===== src/rtl/cam_capture.sv =====
// Camera capture stage: samples an OV7670-style parallel bus in the clk domain,
// pairs bytes into RGB444 pixels and writes them to a 160x120 frame buffer.
module cam_capture #(
   parameter int IMG_W = 160,
   parameter int IMG_H = 120,
   parameter int AW    = 15,
   parameter int DW    = 12
) (
   input  logic          clk,
   input  logic          rst,
   input  logic          CAM_PCLK,
   input  logic          CAM_HREF,
   input  logic          CAM_VSYNC,
   input  logic [7:0]    CAM_px_data,
   output logic [AW-1:0] DP_RAM_addr_in,
   output logic [DW-1:0] DP_RAM_data_in,
   output logic          DP_RAM_regW,
   output logic          frame_done
);

   localparam int COLW = $clog2(IMG_W + 1);
   localparam int ROWW = $clog2(IMG_H + 1);
   localparam logic [COLW-1:0] COL_MAX   = COLW'(IMG_W);
   localparam logic [ROWW-1:0] ROW_MAX   = ROWW'(IMG_H);
   localparam logic [AW-1:0]   LINE_STEP = AW'(IMG_W);
   localparam logic [AW-1:0]   LAST_ADDR = AW'(IMG_W * IMG_H - 1);

   typedef enum logic [2:0] {
      WAIT_VS    = 3'd0,
      WAIT_FRAME = 3'd1,
      IDLE       = 3'd2,
      BYTE2      = 3'd3,
      BYTE1      = 3'd4
   } state_t;

   // bus synchronizers: {pclk, href, vsync, data}
   logic [10:0] sync1_d, sync1_q, sync2_d, sync2_q;
   logic        pclk3_d, pclk3_q;
   logic        href_s, vsync_s, pclk_rise;
   logic [7:0]  data_s;

   state_t          state_d, state_q;
   logic [3:0]      hi_d, hi_q;
   logic [COLW-1:0] col_d, col_q;
   logic [ROWW-1:0] row_d, row_q;
   logic [AW-1:0]   wr_addr_d, wr_addr_q;
   logic [AW-1:0]   base_d, base_q;
   logic            line_end;

   // two-stage delay between pixel assembly and the buffer write port
   logic            p1_vld_d, p1_vld_q, p2_vld_d, p2_vld_q;
   logic [AW-1:0]   p1_addr_d, p1_addr_q, p2_addr_d, p2_addr_q;
   logic [DW-1:0]   p1_data_d, p1_data_q, p2_data_d, p2_data_q;
   logic            regw_d, regw_q, fdone_d, fdone_q;
   logic [AW-1:0]   out_addr_d, out_addr_q;
   logic [DW-1:0]   out_data_d, out_data_q;

   always_comb begin
      sync1_d = {CAM_PCLK, CAM_HREF, CAM_VSYNC, CAM_px_data};
      sync2_d = sync1_q;
      pclk3_d = sync2_q[10];
   end

   assign href_s    = sync2_q[9];
   assign vsync_s   = sync2_q[8];
   assign data_s    = sync2_q[7:0];
   assign pclk_rise = sync2_q[10] & ~pclk3_q;

   always_comb begin
      state_d   = state_q;
      hi_d      = hi_q;
      col_d     = col_q;
      row_d     = row_q;
      wr_addr_d = wr_addr_q;
      base_d    = base_q;
      line_end  = 1'b0;
      p1_vld_d  = 1'b0;
      p1_addr_d = p1_addr_q;
      p1_data_d = p1_data_q;

      if (vsync_s) begin
         state_d = WAIT_FRAME;
      end else begin
         case (state_q)
            WAIT_VS: state_d = WAIT_VS;
            WAIT_FRAME: begin
               state_d   = IDLE;
               col_d     = '0;
               row_d     = '0;
               wr_addr_d = '0;
               base_d    = '0;
            end
            IDLE: begin
               if (pclk_rise && href_s) begin
                  hi_d    = data_s[3:0];
                  state_d = BYTE2;
               end
            end
            BYTE2: begin
               if (pclk_rise) begin
                  if (href_s) begin
                     if (col_q < COL_MAX && row_q < ROW_MAX) begin
                        p1_vld_d  = 1'b1;
                        p1_addr_d = wr_addr_q;
                        p1_data_d = DW'({hi_q, data_s});
                        wr_addr_d = wr_addr_q + AW'(1);
                     end
                     if (col_q < COL_MAX) col_d = col_q + COLW'(1);
                     state_d = BYTE1;
                  end else begin
                     line_end = 1'b1;
                     state_d  = IDLE;
                  end
               end
            end
            BYTE1: begin
               if (pclk_rise) begin
                  if (href_s) begin
                     hi_d    = data_s[3:0];
                     state_d = BYTE2;
                  end else begin
                     line_end = 1'b1;
                     state_d  = IDLE;
                  end
               end
            end
            default: state_d = WAIT_VS;
         endcase
      end

      // next line starts at row*IMG_W, tracked as a running line base
      if (line_end) begin
         col_d = '0;
         if (row_q < ROW_MAX) begin
            row_d     = row_q + ROWW'(1);
            base_d    = base_q + LINE_STEP;
            wr_addr_d = base_q + LINE_STEP;
         end
      end
   end

   always_comb begin
      p2_vld_d   = p1_vld_q;
      p2_addr_d  = p1_addr_q;
      p2_data_d  = p1_data_q;
      regw_d     = p2_vld_q;
      out_addr_d = p2_vld_q ? p2_addr_q : out_addr_q;
      out_data_d = p2_vld_q ? p2_data_q : out_data_q;
      fdone_d    = regw_q && (out_addr_q == LAST_ADDR);
   end

   always_ff @(posedge clk or negedge rst) begin
      if (!rst) begin
         sync1_q    <= '0;
         sync2_q    <= '0;
         pclk3_q    <= 1'b0;
         state_q    <= WAIT_VS;
         hi_q       <= '0;
         col_q      <= '0;
         row_q      <= '0;
         wr_addr_q  <= '0;
         base_q     <= '0;
         p1_vld_q   <= 1'b0;
         p1_addr_q  <= '0;
         p1_data_q  <= '0;
         p2_vld_q   <= 1'b0;
         p2_addr_q  <= '0;
         p2_data_q  <= '0;
         regw_q     <= 1'b0;
         out_addr_q <= '0;
         out_data_q <= '0;
         fdone_q    <= 1'b0;
      end else begin
         sync1_q    <= sync1_d;
         sync2_q    <= sync2_d;
         pclk3_q    <= pclk3_d;
         state_q    <= state_d;
         hi_q       <= hi_d;
         col_q      <= col_d;
         row_q      <= row_d;
         wr_addr_q  <= wr_addr_d;
         base_q     <= base_d;
         p1_vld_q   <= p1_vld_d;
         p1_addr_q  <= p1_addr_d;
         p1_data_q  <= p1_data_d;
         p2_vld_q   <= p2_vld_d;
         p2_addr_q  <= p2_addr_d;
         p2_data_q  <= p2_data_d;
         regw_q     <= regw_d;
         out_addr_q <= out_addr_d;
         out_data_q <= out_data_d;
         fdone_q    <= fdone_d;
      end
   end

   assign DP_RAM_addr_in = out_addr_q;
   assign DP_RAM_data_in = out_data_q;
   assign DP_RAM_regW    = regw_q;
   assign frame_done     = fdone_q;

endmodule


===== config.mk =====
export PLATFORM = sky130hd
export DESIGN_NAME = cam_capture
export DESIGN_NICKNAME = d
export VERILOG_FILES = /design/src/rtl/cam_capture.sv
export SDC_FILE = /design/constraint.sdc
export NUM_CORES = 1
export LEC_CHECK = 0
export CAP_MARGIN = 20
export CORE_MARGIN = 2
export CORE_UTILIZATION = 58
export CTS_CLUSTER_DIAMETER = 150
export DETAILED_ROUTE_END_ITERATION = 6
export PLACE_DENSITY = 0.79
export SLEW_MARGIN = 20
export SYNTH_ARGS = -nofsm -noshare
export SYNTH_HDL_FRONTEND = slang
export SYNTH_SLANG_ARGS = --single-unit

===== constraint.sdc =====
create_clock -name clk -period 2.96 [get_ports clk]
set_clock_uncertainty 0.05 [all_clocks]
set_input_delay 0.592 -clock clk [delete_from_list [all_inputs] [get_ports clk]]
set_output_delay 0.592 -clock clk [all_outputs]
set_load 0.1 [all_outputs]

==> flow_summary.yaml, run 1 <==
clocking:
  clock_sink_count: 160
  post_cts.resized_instances: 0
  ctsLongestPathBuffers: 2
  cts_root_buffer: "sky130_fd_sc_hd__clkbuf_8"
  htree_levels: 4
  post_cts.repair.setup_buffers: 0
  numCtsBuffers: 17
  clock_slew_seen_by_the_registers_of_the_worst_setup_and_hold_paths_ns: 0.06
  cts_tree: "done"
  hold_buffers: 0
  clock_insertion_delay_worst_skew_ns: 0.53
floorplan:
  ioPinCount: 42
  die-area_um2: 11600
  initial_core_util_pct: 60.0
  die_h_um: 108
  fp.coreArea_um2: 10400
  die_w_um: 108
  rows: 37
detailed_routing:
  route.final.wire_length_um: 11000
  drtPass1Iterations: 5
  drt-vias-per-instance: 5.67
  vias: 3742
  drcViolationCount: 0
  post_drt_antenna_nets: 0
  drt-initial-drc-count: 248
  wire_per_inst_um: 16.7
layout:
  multi_input_gate_area_um2: 2090
  area_growth_syn_to_layout_pct: 17.4
  design_area_um2: 7300
  area.sequential_um2: 4010
  post_route_cells_drive_above_1_share_pct: 25.4
  net_count_reported_at_finish: 528
  number_of_fill_cells: 663
  antennaDiodeCount: 0
  finish.cell_count_without_fillers: 660
logic_synthesis:
  ys.flop_type: "sky130_fd_sc_hd__dfrtp_1"
  synthMostInstantiatedCell: "sky130_fd_sc_hd__dfrtp_1"
  synthSimpleGateAreaFrac_pct: 11.5
  yosys_warnings: 0
  proportion_of_netlist_area_held_by_the_largest_area_contributor_pct: 64.4
  synth-xor-area-share_pct: 3.10
  ys_ff_latch: 160
  synth.mux.area_fraction_pct: 11.9
  synth_cells: 462
  synth-compound-area-share_pct: 6.32
  synth_edf_count: 0
  synthesis.nets: 479
  top_cells_by_count_synth: "sky130_fd_sc_hd__dfrtp_1 (160), sky130_fd_sc_hd__mux2_2 (40), sky130_fd_sc_hd__nand2_1 (39), sky130_fd_sc_hd__o21ai_0 (22), sky130_fd_sc_hd__nor2_1 (19)"
  synth_seq_area_share_pct: 64.4
  synth_top_family_by_area: "multiplexers"
  cell_type_with_the_highest_aggregate_area_in_the_netlist: "sky130_fd_sc_hd__dfrtp_1"
  synth-async-reset-ratio_pct: 100
  synth_area_per_cell_um2: 13.5
  syn_area_um2: 6220
  synthAdderAreaFrac_pct: 0.805
  netlist-cell-type-count: 57
  ys_top_cells_by_area: "sky130_fd_sc_hd__dfrtp_1 (64%), sky130_fd_sc_hd__mux2_2 (7.2%), sky130_fd_sc_hd__mux2_4 (4.3%)"
worst_setup_path:
  criticalPathCategory: "reg2reg"
  start_kind: "register"
  worstSetupEndpointType: "register"
  timing.critical_path.required_ns: 3.32
  critPathArrivalTime_ns: 2.81
  reg2reg_setup_slack_ns: 0.51
  critical_path_peak_fanout: 25
flow_run:
  max-cap-violations: 0
timing:
  fin_hold_ws_ns: 0.0287
  maxSlewViolCount: 0
  final_min_period_over_clock_period_pct: 82.9
  tightest_slew_ns: 0.761
  fmax_mhz: 408
  timing.final.hold_violations: 0
  setup_tns_ns: 0
  layout_min_cycle_time_ns: 2.45
  maxSlewHeadroom_pct: 49.3
  grt_setup_unrepaired: "no"
  timing.final.setup_violations: 0
power:
  worst_voltage_drop_across_the_vdd_grid_v: 0.000358
  cellPowerDensity_nw_per_um2: 682
  power_leakage_nw: 3.58
global_routing:
  grt_max_degree: 86
  number_of_global_route_vias_before_repair: 3786
  antenna_found_initial: 0
  grt_usage_pct: 21.2
  first_pass_grt_wire_length_um: 18800
  grt_remaining_overflow: 0
placed_design:
  gp_routability_congestion: 0.831
  dpl.hpwl_um: 6870
  port_buffers: 41
  placed_cells: 628
  dpl-instance-area_um2: 6680
run_status:
  outcome: "completed"
worst_hold_path:
  holdCritPathClass: "in2async"
==> registers in the layout, summed over array words and instances (netlist names), 3 cells and up <==
| name | cells |
|---|---|
| sync2_q | 11 |
| state_q | 3 |
| wr_addr_q | 15 |
| p2_data_q | 12 |
| row_q | 7 |
| p1_addr_q | 15 |
| sync1_q | 11 |
| hi_q | 4 |
| p2_addr_q | 15 |
| DP_RAM_addr_in | 15 |
| col_q | 8 |
| DP_RAM_data_in | 12 |
| p1_data_q | 12 |
| base_q | 15 |
==> final timing paths <==
check,to,cells after the start,from
worst max register to register,p1_data_q[4],5,state_q[2]
worst max-delay path,p1_data_q[4],5,state_q[2]
max in group asynchronous,frame_done,2,rst
min in group clk,sync2_q[5],0,sync1_q[5]
worst min-delay path,col_q[0],1,rst
worst min register to register,sync2_q[5],0,sync1_q[5]
==> power breakdown <==
| group | internal (mW) | switching (mW) |
|---|---|---|
| clock | 1.40 | 0.853 |
| sequential | 2.30 | 0.0794 |
| combinational | 0.118 | 0.223 |
==> critical path, cell delays in order (launching register included) <==
cell	delay, ns
sky130_fd_sc_hd__dfrtp_1	0.47
sky130_fd_sc_hd__or3b_1	0.52
sky130_fd_sc_hd__nor4b_4	0.38
sky130_fd_sc_hd__nand2_4	0.29
sky130_fd_sc_hd__clkinv_1	0.26
sky130_fd_sc_hd__mux2_2	0.36
==> per-layer routing <==
layer	global-route usage, %	wire length (um)
met1	28.3	4910
met2	33.8	5600
met3	4.96	403
met4	8.42	82
met5	0	0
==> layout make-up <==
| class | instances | share of cell area (%) |
|---|---|---|
| Inverter | 4 | 0.206 |
| Timing Repair Buffer | 49 | 5.47 |
| Clock buffer | 20 | 5.96 |
| Tap cell | 136 | 2.33 |
| Clock inverter | 12 | 2.49 |
| Sequential cell | 160 | 54.9 |
| Multi-Input combinational cell | 279 | 28.7 |
==> layout by cell type (no fill, tap or decap), types with 17 or more instances in the layout <==
cell,n
sky130_fd_sc_hd__mux2_4,18
sky130_fd_sc_hd__dfrtp_1,159
sky130_fd_sc_hd__o21ai_0,22
sky130_fd_sc_hd__mux2_2,40
sky130_fd_sc_hd__nand4_1,17
sky130_fd_sc_hd__nor2_1,19
sky130_fd_sc_hd__buf_4,37
sky130_fd_sc_hd__nand2_1,39
==> per-stage QoR <==
step                      setup WS (ns)  total power, mW  util, %
after detailed placement          0.529             2.75     64.4
after CTS                         0.517             5.02     70.4
final                             0.508             4.98     70.4
after global placement            0.614             2.74     64.4
after floorplan                   0.771             2.62        -
after global routing              0.375             5.15     70.4
==> cells by family after synthesis <==
kind of cell / Yosys count
AOI/OAI and AO/OA: 60
xor gates and xnor gates: 22
adders and majority gates: 4
buffers and inverters: 23
DFF: 160
muxes: 60
and+or+nand+nor: 133
(Power assumes the default switching activity.)
==> run 2, diff against run 1 <==
==> constraint.sdc (replaced) <==
create_clock -name clk -period 2.3 [get_ports clk]
set_clock_uncertainty 0.05 [all_clocks]
set_input_delay 0.46 -clock clk [delete_from_list [all_inputs] [get_ports clk]]
set_output_delay 0.46 -clock clk [all_outputs]
set_load 0.1 [all_outputs]
==> flow_summary.yaml, run 2 (synthesis gave the netlist of run 1 again) <==
run_status:
  outcome: "completed"
clocking:
  post_cts.repair.setup_buffers: 0
  ctsLongestPathBuffers: 2
  cts_root_buffer: "sky130_fd_sc_hd__clkbuf_8"
  clock_sink_count: 160
  cts_tree: "done"
  clock_slew_seen_by_the_registers_of_the_worst_setup_and_hold_paths_ns: 0.06
  htree_levels: 4
  numCtsBuffers: 17
  clock_insertion_delay_worst_skew_ns: 0.52
timing:
  maxSlewViolCount: 0
  maxSlewHeadroom_pct: 49.9
  fmax_mhz: 467
  setup_ws_ns: 0.161
  timing.final.setup_violations: 0
  layout_min_cycle_time_ns: 2.14
  final_min_period_over_clock_period_pct: 93.0
  timing.final.hold_violations: 0
  setup_tns_ns: 0
  tightest_slew_ns: 0.748
  grt_setup_unrepaired: "no"
detailed_routing:
  drcViolationCount: 0
  route.final.wire_length_um: 10400
  drt-initial-drc-count: 251
  wire_per_inst_um: 15.5
  post_drt_antenna_nets: 0
  drt-vias-per-instance: 5.52
  vias: 3707
  drtPass1Iterations: 4
worst_setup_path:
  criticalPathCategory: "reg2reg"
  critPathArrivalTime_ns: 2.49
  worstSetupEndpointType: "register"
  timing.critical_path.required_ns: 2.65
  reg2reg_setup_slack_ns: 0.16
  start_kind: "register"
  critical_path_peak_fanout: 14
global_routing:
  grt_usage_pct: 20.1
  grt_remaining_overflow: 0
  number_of_global_route_vias_before_repair: 3785
  grt_max_degree: 61
  antenna_found_initial: 0
  first_pass_grt_wire_length_um: 17900
placed_design:
  port_buffers: 41
  gp_routability_congestion: 0.811
  placed_cells: 639
  detailedPlace.worstSlack_ns: 0.140
  dpl.hpwl_um: 6980
worst_hold_path:
  holdCritPathClass: "reg2reg"
layout:
  post_route_cells_drive_above_1_share_pct: 26.7
  final_cell_mix: "sky130_fd_sc_hd__dfrtp_1 (159), sky130_fd_sc_hd__buf_4 (46), sky130_fd_sc_hd__mux2_2 (40)"
  number_of_fill_cells: 676
  net_count_reported_at_finish: 540
  mostFrequentLayoutCell: "sky130_fd_sc_hd__dfrtp_1"
  finish.cell_count_without_fillers: 671
  utilization_pct: 71.0
  area_growth_syn_to_layout_pct: 18.4
  antennaDiodeCount: 0
floorplan:
  die_h_um: 108
  rows: 37
  initial_core_util_pct: 60.0
  ioPinCount: 42
  fp.coreArea_um2: 10400
  die_w_um: 108
  die-area_um2: 11600
power:
  design_power_total_mw: 6.17
  cellPowerDensity_nw_per_um2: 837
  worst_voltage_drop_across_the_vdd_grid_v: 0.000429
  power_leakage_nw: 3.62
flow_run:
  max-cap-violations: 0
==> run 2: cell types whose count changed in the layout (fill, tap and decap cells not counted), sizes merged <==
cell,before,now
clkinvlp,1,4
buf,38,49
clkinv,6,3
dlygate4sd3,0,1
bufinv,4,2
inv,5,6
==> run 2: power breakdown <==
group          internal [mW]  total, mW  switching [mW]
clock                   1.58       2.66            1.08
combinational          0.167      0.457           0.290
sequential              2.96       3.05          0.0871
==> run 2: cell type report <==
cell class | count | area, um^2 | area share [%]
Sequential cell | 160 | 4010 | 54.4
Clock inverter | 11 | 130 | 1.77
Tap cell | 136 | 170 | 2.31
Timing Repair Buffer | 61 | 517 | 7.01
Multi-Input combinational cell | 279 | 2090 | 28.4
Inverter | 4 | 15.0 | 0.204
Clock buffer | 20 | 435 | 5.91
==> run 2: worst max-delay path: stages, from the launching register on <==
cell and delay (ns):
sky130_fd_sc_hd__dfrtp_1 0.44, sky130_fd_sc_hd__or3b_1 0.43, sky130_fd_sc_hd__nor4b_4 0.36, sky130_fd_sc_hd__buf_4 0.25
sky130_fd_sc_hd__nand4_1 0.15, sky130_fd_sc_hd__xor2_1 0.23, sky130_fd_sc_hd__o22ai_2 0.10
==> run 2: metal layers <==
layer	GRT usage, %	part of all wire, %
met5	0	0
met4	8.06	1.5
met3	5.69	4.1
met2	31.0	48
met1	27.1	46
==> run 2: worst paths after layout <==
check | depth (start not counted) | endpoint | startpoint
max in group asynchronous | 3 | wr_addr_q[5] | rst
min in group asynchronous | 2 | wr_addr_q[1] | rst
hold reg to reg | 0 | sync2_q[0] | sync1_q[0]
hold / removal | 0 | sync2_q[0] | sync1_q[0]
setup / recovery | 6 | wr_addr_q[12] | sync2_q[8]
setup reg to reg | 6 | wr_addr_q[12] | sync2_q[8]
==> run 2: metrics by stage <==
step	area [um^2]	hold WS [ns]
global route	7370	0.301
floorplan	6220	0.114
finish	7370	0.295
detailed placement	6790	0.285
global placement	6790	0.282
CTS	7370	0.297
==> run 2: what timing repair did <==
| item | CTS | global route |
|---|---|---|
| hold endpoints to repair | 56 | 0 |
| resized for setup | 0 | 1 |
| setup endpoints to repair | 0 | 1 |
| hold buffers | 1 | 0 |
